## config.mk

```make
export PLATFORM = sky130hd
export DESIGN_NAME = req_encoder
export DESIGN_NICKNAME = d
export VERILOG_FILES = /design/src/rtl/req_encoder.sv
export SDC_FILE = /design/constraint.sdc
export NUM_CORES = 1
export LEC_CHECK = 0
export ABC_CLOCK_PERIOD_IN_PS = 3700
export CAP_MARGIN = 30
export CORE_MARGIN = 5
export CORE_UTILIZATION = 25
export CTS_BUF_LIST = sky130_fd_sc_hd__clkbuf_8 sky130_fd_sc_hd__clkbuf_16
export CTS_CLUSTER_SIZE = 10
export DETAILED_ROUTE_END_ITERATION = 6
export MAX_ROUTING_LAYER = met4
export SLEW_MARGIN = 20
export SYNTH_ARGS = -nofsm -noshare
export SYNTH_HDL_FRONTEND = slang
export SYNTH_SLANG_ARGS = --single-unit
```

## constraint.sdc

```tcl
create_clock -name clk -period 3.7 [get_ports clk]
set_input_delay 0.37 -clock clk [delete_from_list [all_inputs] [get_ports clk]]
set_output_delay 0.37 -clock clk [all_outputs]
set_load 0.01 [all_outputs]
```

## src/rtl/req_encoder.sv

```systemverilog
// Purpose: registered priority encoder; collects requests into a sticky pending set and presents the lowest unmasked index.
// Latency: a request sampled at edge E0 is presented after edge E1 (2 edges); one bubble cycle follows each ack.
// Backpressure: the presented index is held until ack_in; new requests queue in pending and cannot preempt it.
//
// Ports:
//   clk, reset   rising-edge clock, asynchronous active-high reset
//   req_in       request bits, OR'd into pending on every edge (pulse or level)
//   mask_in      1 = pending bit may be presented, 0 = held pending but not presented
//   ack_in       consumer accepts the presented index; ignored while valid_out=0
//   valid_out    idx_out/onehot_out carry a presented request
//   idx_out      binary index of the presented request
//   onehot_out   decode of idx_out while valid_out=1, otherwise zero
//   pending_out  raw pending register (mask not applied)
module req_encoder #(
    parameter int N_REQ = 8,
    parameter int IDX_W = 3     // must equal $clog2(N_REQ)
) (
    input  logic             clk,
    input  logic             reset,
    input  logic [N_REQ-1:0] req_in,
    input  logic [N_REQ-1:0] mask_in,
    input  logic             ack_in,
    output logic             valid_out,
    output logic [IDX_W-1:0] idx_out,
    output logic [N_REQ-1:0] onehot_out,
    output logic [N_REQ-1:0] pending_out
);

    typedef enum logic {
        IDLE    = 1'b0,
        PRESENT = 1'b1
    } state_t;

    state_t             state_q, state_d;
    logic [N_REQ-1:0]   pending_q, pending_d;
    logic               valid_q, valid_d;
    logic [IDX_W-1:0]   idx_q, idx_d;
    logic [N_REQ-1:0]   onehot_q, onehot_d;

    logic [N_REQ-1:0]   eligible;
    logic [N_REQ-1:0]   clr;
    logic               found;
    logic [IDX_W-1:0]   scan_idx;

    // Priority scan: walk from the top down so the lowest set bit is the
    // last one written and therefore wins.
    always_comb begin
        eligible = pending_q & mask_in;
        found    = 1'b0;
        scan_idx = '0;
        for (int i = N_REQ - 1; i >= 0; i--) begin
            if (eligible[i]) begin
                found    = 1'b1;
                scan_idx = IDX_W'(i);
            end
        end
    end

    // Retire the presented request on ack. onehot_q already holds the decode
    // of idx_q while valid, so it doubles as the clear mask. The OR with
    // req_in afterwards lets a request re-raised in its own ack cycle survive.
    always_comb begin
        clr       = (valid_q && ack_in) ? onehot_q : '0;
        pending_d = (pending_q & ~clr) | req_in;
    end

    // Next-state and output logic. In PRESENT the outputs are frozen, so
    // mask or request changes never retract or re-prioritise a presentation.
    always_comb begin
        state_d  = state_q;
        valid_d  = valid_q;
        idx_d    = idx_q;
        onehot_d = onehot_q;
        case (state_q)
            IDLE: begin
                if (found) begin
                    idx_d    = scan_idx;
                    onehot_d = N_REQ'(1) << scan_idx;
                    valid_d  = 1'b1;
                    state_d  = PRESENT;
                end else begin
                    valid_d  = 1'b0;
                    onehot_d = '0;
                end
            end
            PRESENT: begin
                if (ack_in) begin
                    valid_d  = 1'b0;
                    onehot_d = '0;
                    state_d  = IDLE;
                end
            end
            default: begin
                valid_d  = 1'b0;
                onehot_d = '0;
                state_d  = IDLE;
            end
        endcase
    end

    always_ff @(posedge clk or posedge reset) begin
        if (reset) begin
            state_q   <= IDLE;
            pending_q <= '0;
            valid_q   <= 1'b0;
            idx_q     <= '0;
            onehot_q  <= '0;
        end else begin
            state_q   <= state_d;
            pending_q <= pending_d;
            valid_q   <= valid_d;
            idx_q     <= idx_d;
            onehot_q  <= onehot_d;
        end
    end

    assign valid_out   = valid_q;
    assign idx_out     = idx_q;
    assign onehot_out  = onehot_q;
    assign pending_out = pending_q;

endmodule

```

Word-level counts from Yosys, hierarchy flattened
Index checks and enable logic that the tools add are counted.
- bits of input ports: 19
- bits in writable memories: 0
- word-level logic and storage cells: 39
- register bits: 21
- memories kept: 0
- latch bits: 0
- output and inout port bits: 20
- bits in read-only memories: 0
- $mul: 0
- divide/modulo/power cells: 0
- bitwise operators: 5
- equality and inequality tests: 1
- shifts and indexed selects: 1
- magnitude comparators: 0
- reductions and logical operators: 2
- mux-type cells: 25
- add/sub/neg operators: 0
- operators by type and width (operator ; count):
    $mux W3 ; 8
    $mux W8 ; 3
    $and A8 B8 Y8 ; 2
    $pmux W8 S2 ; 1
    $mux W1 ; 11
    $not A8 Y8 ; 1
    $or A8 B8 Y8 ; 1
    $shl A1 B3 Y8 const A ; 1
    $pmux W1 S2 ; 2
    $ne A2 B2 Y1 const B ; 1
    $reduce_and A2 Y1 ; 1
    $logic_and A1 B1 Y1 ; 1
    $not A1 Y1 ; 1

Longest topological paths before layout
- word-level depth: 12
- gate-level depth with buffers: 4

Worst setup path before layout
OpenSTA, ideal clock, no wires.
- kind: register to register
- start: reg pending_q[1], in the netlist pending_out[1]
- end: reg onehot_q[6], in the netlist onehot_out[6]
- path slack: 2.200 ns
- cell stages (with the launch flop): 5
- arrival time: 1.424 ns
- buffers on the path: 0
- setup time: 0.076 ns
- path through: dfrtp_1 a22o_1 nand2b_4 or4_4 o21ai_1
- word-level cells in the longest chain between the ends: 6
- RTL lines (what ; RTL line ; RTL):
    start, declared ; 35 ; logic [N_REQ-1:0] pending_q, pending_d;
    start signal, assigned ; 110 ; pending_q <= pending_d;
    $and A8 B8 Y8 (*) ; 48 ; eligible = pending_q & mask_in;
    $mux W3 (2 in a row) ; 52 ; if (eligible[i]) begin
    $shl A1 B3 Y8 ; 78 ; onehot_d = N_REQ'(1) << scan_idx;
    $mux W8 (*) ; 76 ; if (found) begin
    $pmux W8 S2 (*) ; 74 ; case (state_q)
    end signal, assigned ; 113 ; onehot_q <= onehot_d;
    end, declared ; 38 ; logic [N_REQ-1:0] onehot_q, onehot_d;
Every way passes the cells marked *; elsewhere a longest branch is shown, timed or not.
A chain may end at the register's enable or synchronous reset.

Final worst setup path
- start: in mask_in[1]
- end: reg idx_q[0], in the netlist idx_out[0]
- word-level cells in the longest chain between the ends: 4
- RTL lines (what ; RTL line ; RTL):
    start, declared ; 21 ; input logic [N_REQ-1:0] mask_in,
    $and A8 B8 Y8 (*) ; 48 ;
    $mux W1 (2 in a row) ; 52 ;
    $reduce_and A2 Y1 (no line) ; - ;
    end signal, assigned ; 112 ; idx_q <= idx_d;
    end, declared ; 37 ; logic [IDX_W-1:0] idx_q, idx_d;
Marks and branches as above.

==> flow_metrics.env <==
export IMPL_status="completed"
export IMPL_drt_total_wl_um=2470
export IMPL_syn_inst=84
export IMPL_critPathKind="in2reg"
export IMPL_gp_congestion=0.775
export IMPL_arrival_ns=1.93
export IMPL_relSlewSlack=0.481
export IMPL_finalWorstSetupSlack_ns=1.92
export IMPL_cts_sinks=21
export IMPL_vias=798
export IMPL_fp_coreArea_um2=3630
export IMPL_synth_distinct_cells=27
export IMPL_worstHoldStart="idx_out[1]"
export IMPL_synth_edf_count=0
export IMPL_die_w_um=71.0
export IMPL_ant_nets=0
export IMPL_startpoint="mask_in[1]"
export IMPL_die_area_um2=5040
export IMPL_dp_hpwl_um=1930
export IMPL_hold_viol=0
export IMPL_finalSetupViolations=0
export IMPL_syn_area_um2=930
export IMPL_drtIter0Drc=19
export IMPL_hp_class="reg2reg"
export IMPL_drtPass1Iterations=4
export IMPL_pwr_density_cell_nw_per_um2=499
export IMPL_synth_avg_cell_area_um2=11.1
export IMPL_ir_drop_v=0.000223
export IMPL_synth_ff_type="dfrtp_1"
export IMPL_clk_pin_slew_ns=0.08
export IMPL_r2r_slack_ns=2.14
export IMPL_synth_largest_area_cell="dfrtp_1"
export IMPL_wl_per_cell_um=14.4
export IMPL_synthTopCellsByArea="dfrtp_1, a21o_1, nand2_1"
export IMPL_start_util=0.256
export IMPL_globalRouteTotalUtil=0.106
export IMPL_multi_input_area_um2=389
export IMPL_yosysWarnings=0
export IMPL_ys_ff_latch=21
export IMPL_layout_drive_gt1_share=0.0813
export IMPL_finalCritPeriodShare=0.482
export IMPL_numCtsBuffers=3
export IMPL_rr_worst_depth=4
export IMPL_fin_skew_ns=0.00687
export IMPL_antenna_found_initial=0
export IMPL_grt_pass1_wl_um=4040
export IMPL_port_buffers=38
export IMPL_viasPerCell=4.67
export IMPL_rsz0062_at_grt="no"
export IMPL_ys_seq_area_frac=0.565
export IMPL_cts_tree="yes"
export IMPL_fin_tns_setup_ns=0
export IMPL_cts_max_path_buffers=2
export IMPL_seqCellArea_um2=526
export IMPL_r2r_end="idx_out[0]"
export IMPL_rows=22
export IMPL_synthTopCellsByCount="dfrtp_1, nand2_1, a21o_1, a22o_1"
export IMPL_syn_to_final_growth_pct=51.1
export IMPL_ioPinCount=39
export IMPL_syn_num_nets=103
export IMPL_htree_levels=1
export IMPL_min_to="idx_out[1]"
export IMPL_antennaDiodeCount=0
export IMPL_min_path_cells=1
export IMPL_grt_pass1_vias=824
export IMPL_nFillCells=381
export IMPL_worstMarginPinSlew_ns=0.778
export IMPL_min_period_ns=1.78
export IMPL_worstSetupStartpointType="primary input"
export IMPL_cts_root_buf="clkbuf_8"
export IMPL_pre_cts_slack_ns=1.65
export IMPL_crit_fanout=4
export IMPL_r2r_start="pending_out[1]"
export IMPL_postCtsHoldBufs=0
export IMPL_crit_required_ns=3.85
export IMPL_async_flop_share=1.00
export IMPL_ctsResizeCount=0
export IMPL_synth_top_area_frac=0.565
export IMPL_fmax_ghz=0.561
export IMPL_slew_violations=0
export IMPL_yosys_cell_count_top_type="dfrtp_1"
export IMPL_worstSetupEndpointType="flip-flop"
export IMPL_maxCapViolCount=0
export IMPL_leakage_nw=0.558
export IMPL_dieHeight_um=71.0
export IMPL_cts_setup_buffers=0
export IMPL_grt_max_degree=22
export IMPL_grt_remaining_overflow=0
export IMPL_drc_errors=0
export IMPL_final_nets=143
export IMPL_clk_latency_ns=0.26
routing by layer:
metal | routed length, um | vias up | global-route usage
met1 | 1140 | 381 | 0.133
met2 | 1100 | 29 | 0.153
met5 | 0 | - | -
met3 | 177 | 6 | 0.0440
met4 | 55 | 0 | 0.0376
li1 | - | 382 | -
sequential cells by signal, indices dropped and copies added (netlist names):
name / cells
state_q: 1
pending_out: 8
onehot_out: 8
valid_out: 1
idx_out: 3
worst max path at each step:
stage	slack, ns	cells past startpoint	endpoint
after global routing	1.86	5	idx_out[0]
after detailed placement	1.65	5	idx_out[0]
after CTS	1.93	5	idx_out[0]
after global placement	1.73	5	idx_out[0]
final	1.92	5	idx_out[0]
after floorplan	2.20	4	onehot_out[6]
metrics by stage:
stage / instance area, um^2 / utilization / hold slack, ns / std cells / power (mW)
finish: 1410 / 0.387 / 0.510 / 171 / 0.701
global route: 1410 / 0.387 / 0.529 / 171 / 0.749
CTS: 1410 / 0.387 / 0.515 / 171 / 0.713
detailed placement: 1360 / 0.374 / 0.497 / 167 / 0.561
global placement: 1360 / 0.374 / 0.500 / 167 / 0.556
floorplan: 930 / - / 0.347 / 84 / 0.432
placed cells by master (no fill, tap or decap):
| cell | n |
|---|---|
| nor2b_1 | 2 |
| inv_1 | 1 |
| o22ai_1 | 1 |
| and2b_1 | 1 |
| mux2_2 | 1 |
| o21ai_1 | 2 |
| clkbuf_8 | 3 |
| a31o_2 | 1 |
| o22a_1 | 2 |
| a22oi_2 | 1 |
| or2_2 | 1 |
| a22o_1 | 6 |
| nand2_1 | 15 |
| or4_4 | 1 |
| nand2b_4 | 1 |
| a21o_1 | 9 |
| nor2_1 | 1 |
| nor3b_1 | 1 |
| clkdlybuf4s50_1 | 38 |
| nand3_1 | 1 |
| a22oi_1 | 2 |
| a31oi_1 | 1 |
| o21ai_0 | 1 |
| a21oi_1 | 3 |
| and2_1 | 2 |
| dfrtp_1 | 21 |
| nor3_1 | 1 |
| clkinv_2 | 1 |
| a32o_1 | 2 |
cell families after synthesis:
group	synth area share
buf+inv	0.0161
mux	0.0121
flops	0.565
simple gates	0.152
compound gates	0.254
power by group:
part	switching, mW	leakage [nW]	internal, mW
Clock	0.0758	0.0255	0.0751
Sequential	0.0452	0.239	0.274
Combinational	0.0977	0.293	0.134
cell type report:
| type | count | share of cell area |
|---|---|---|
| flip-flops and latches | 21 | 0.374 |
| multi-input cells | 59 | 0.277 |
| repair buffers | 38 | 0.271 |
| well taps | 48 | 0.0427 |
| clock buffers | 3 | 0.0294 |
| clock inverters | 1 | 0.00356 |
| inverters | 1 | 0.00267 |
worst max-delay path, stage by stage:
cell	delay, ns
clkdlybuf4s50_1	0.53
a22o_1	0.22
and2b_1	0.21
a21oi_1	0.25
mux2_2	0.37
Note: power is estimated with default switching activity, not from simulation.
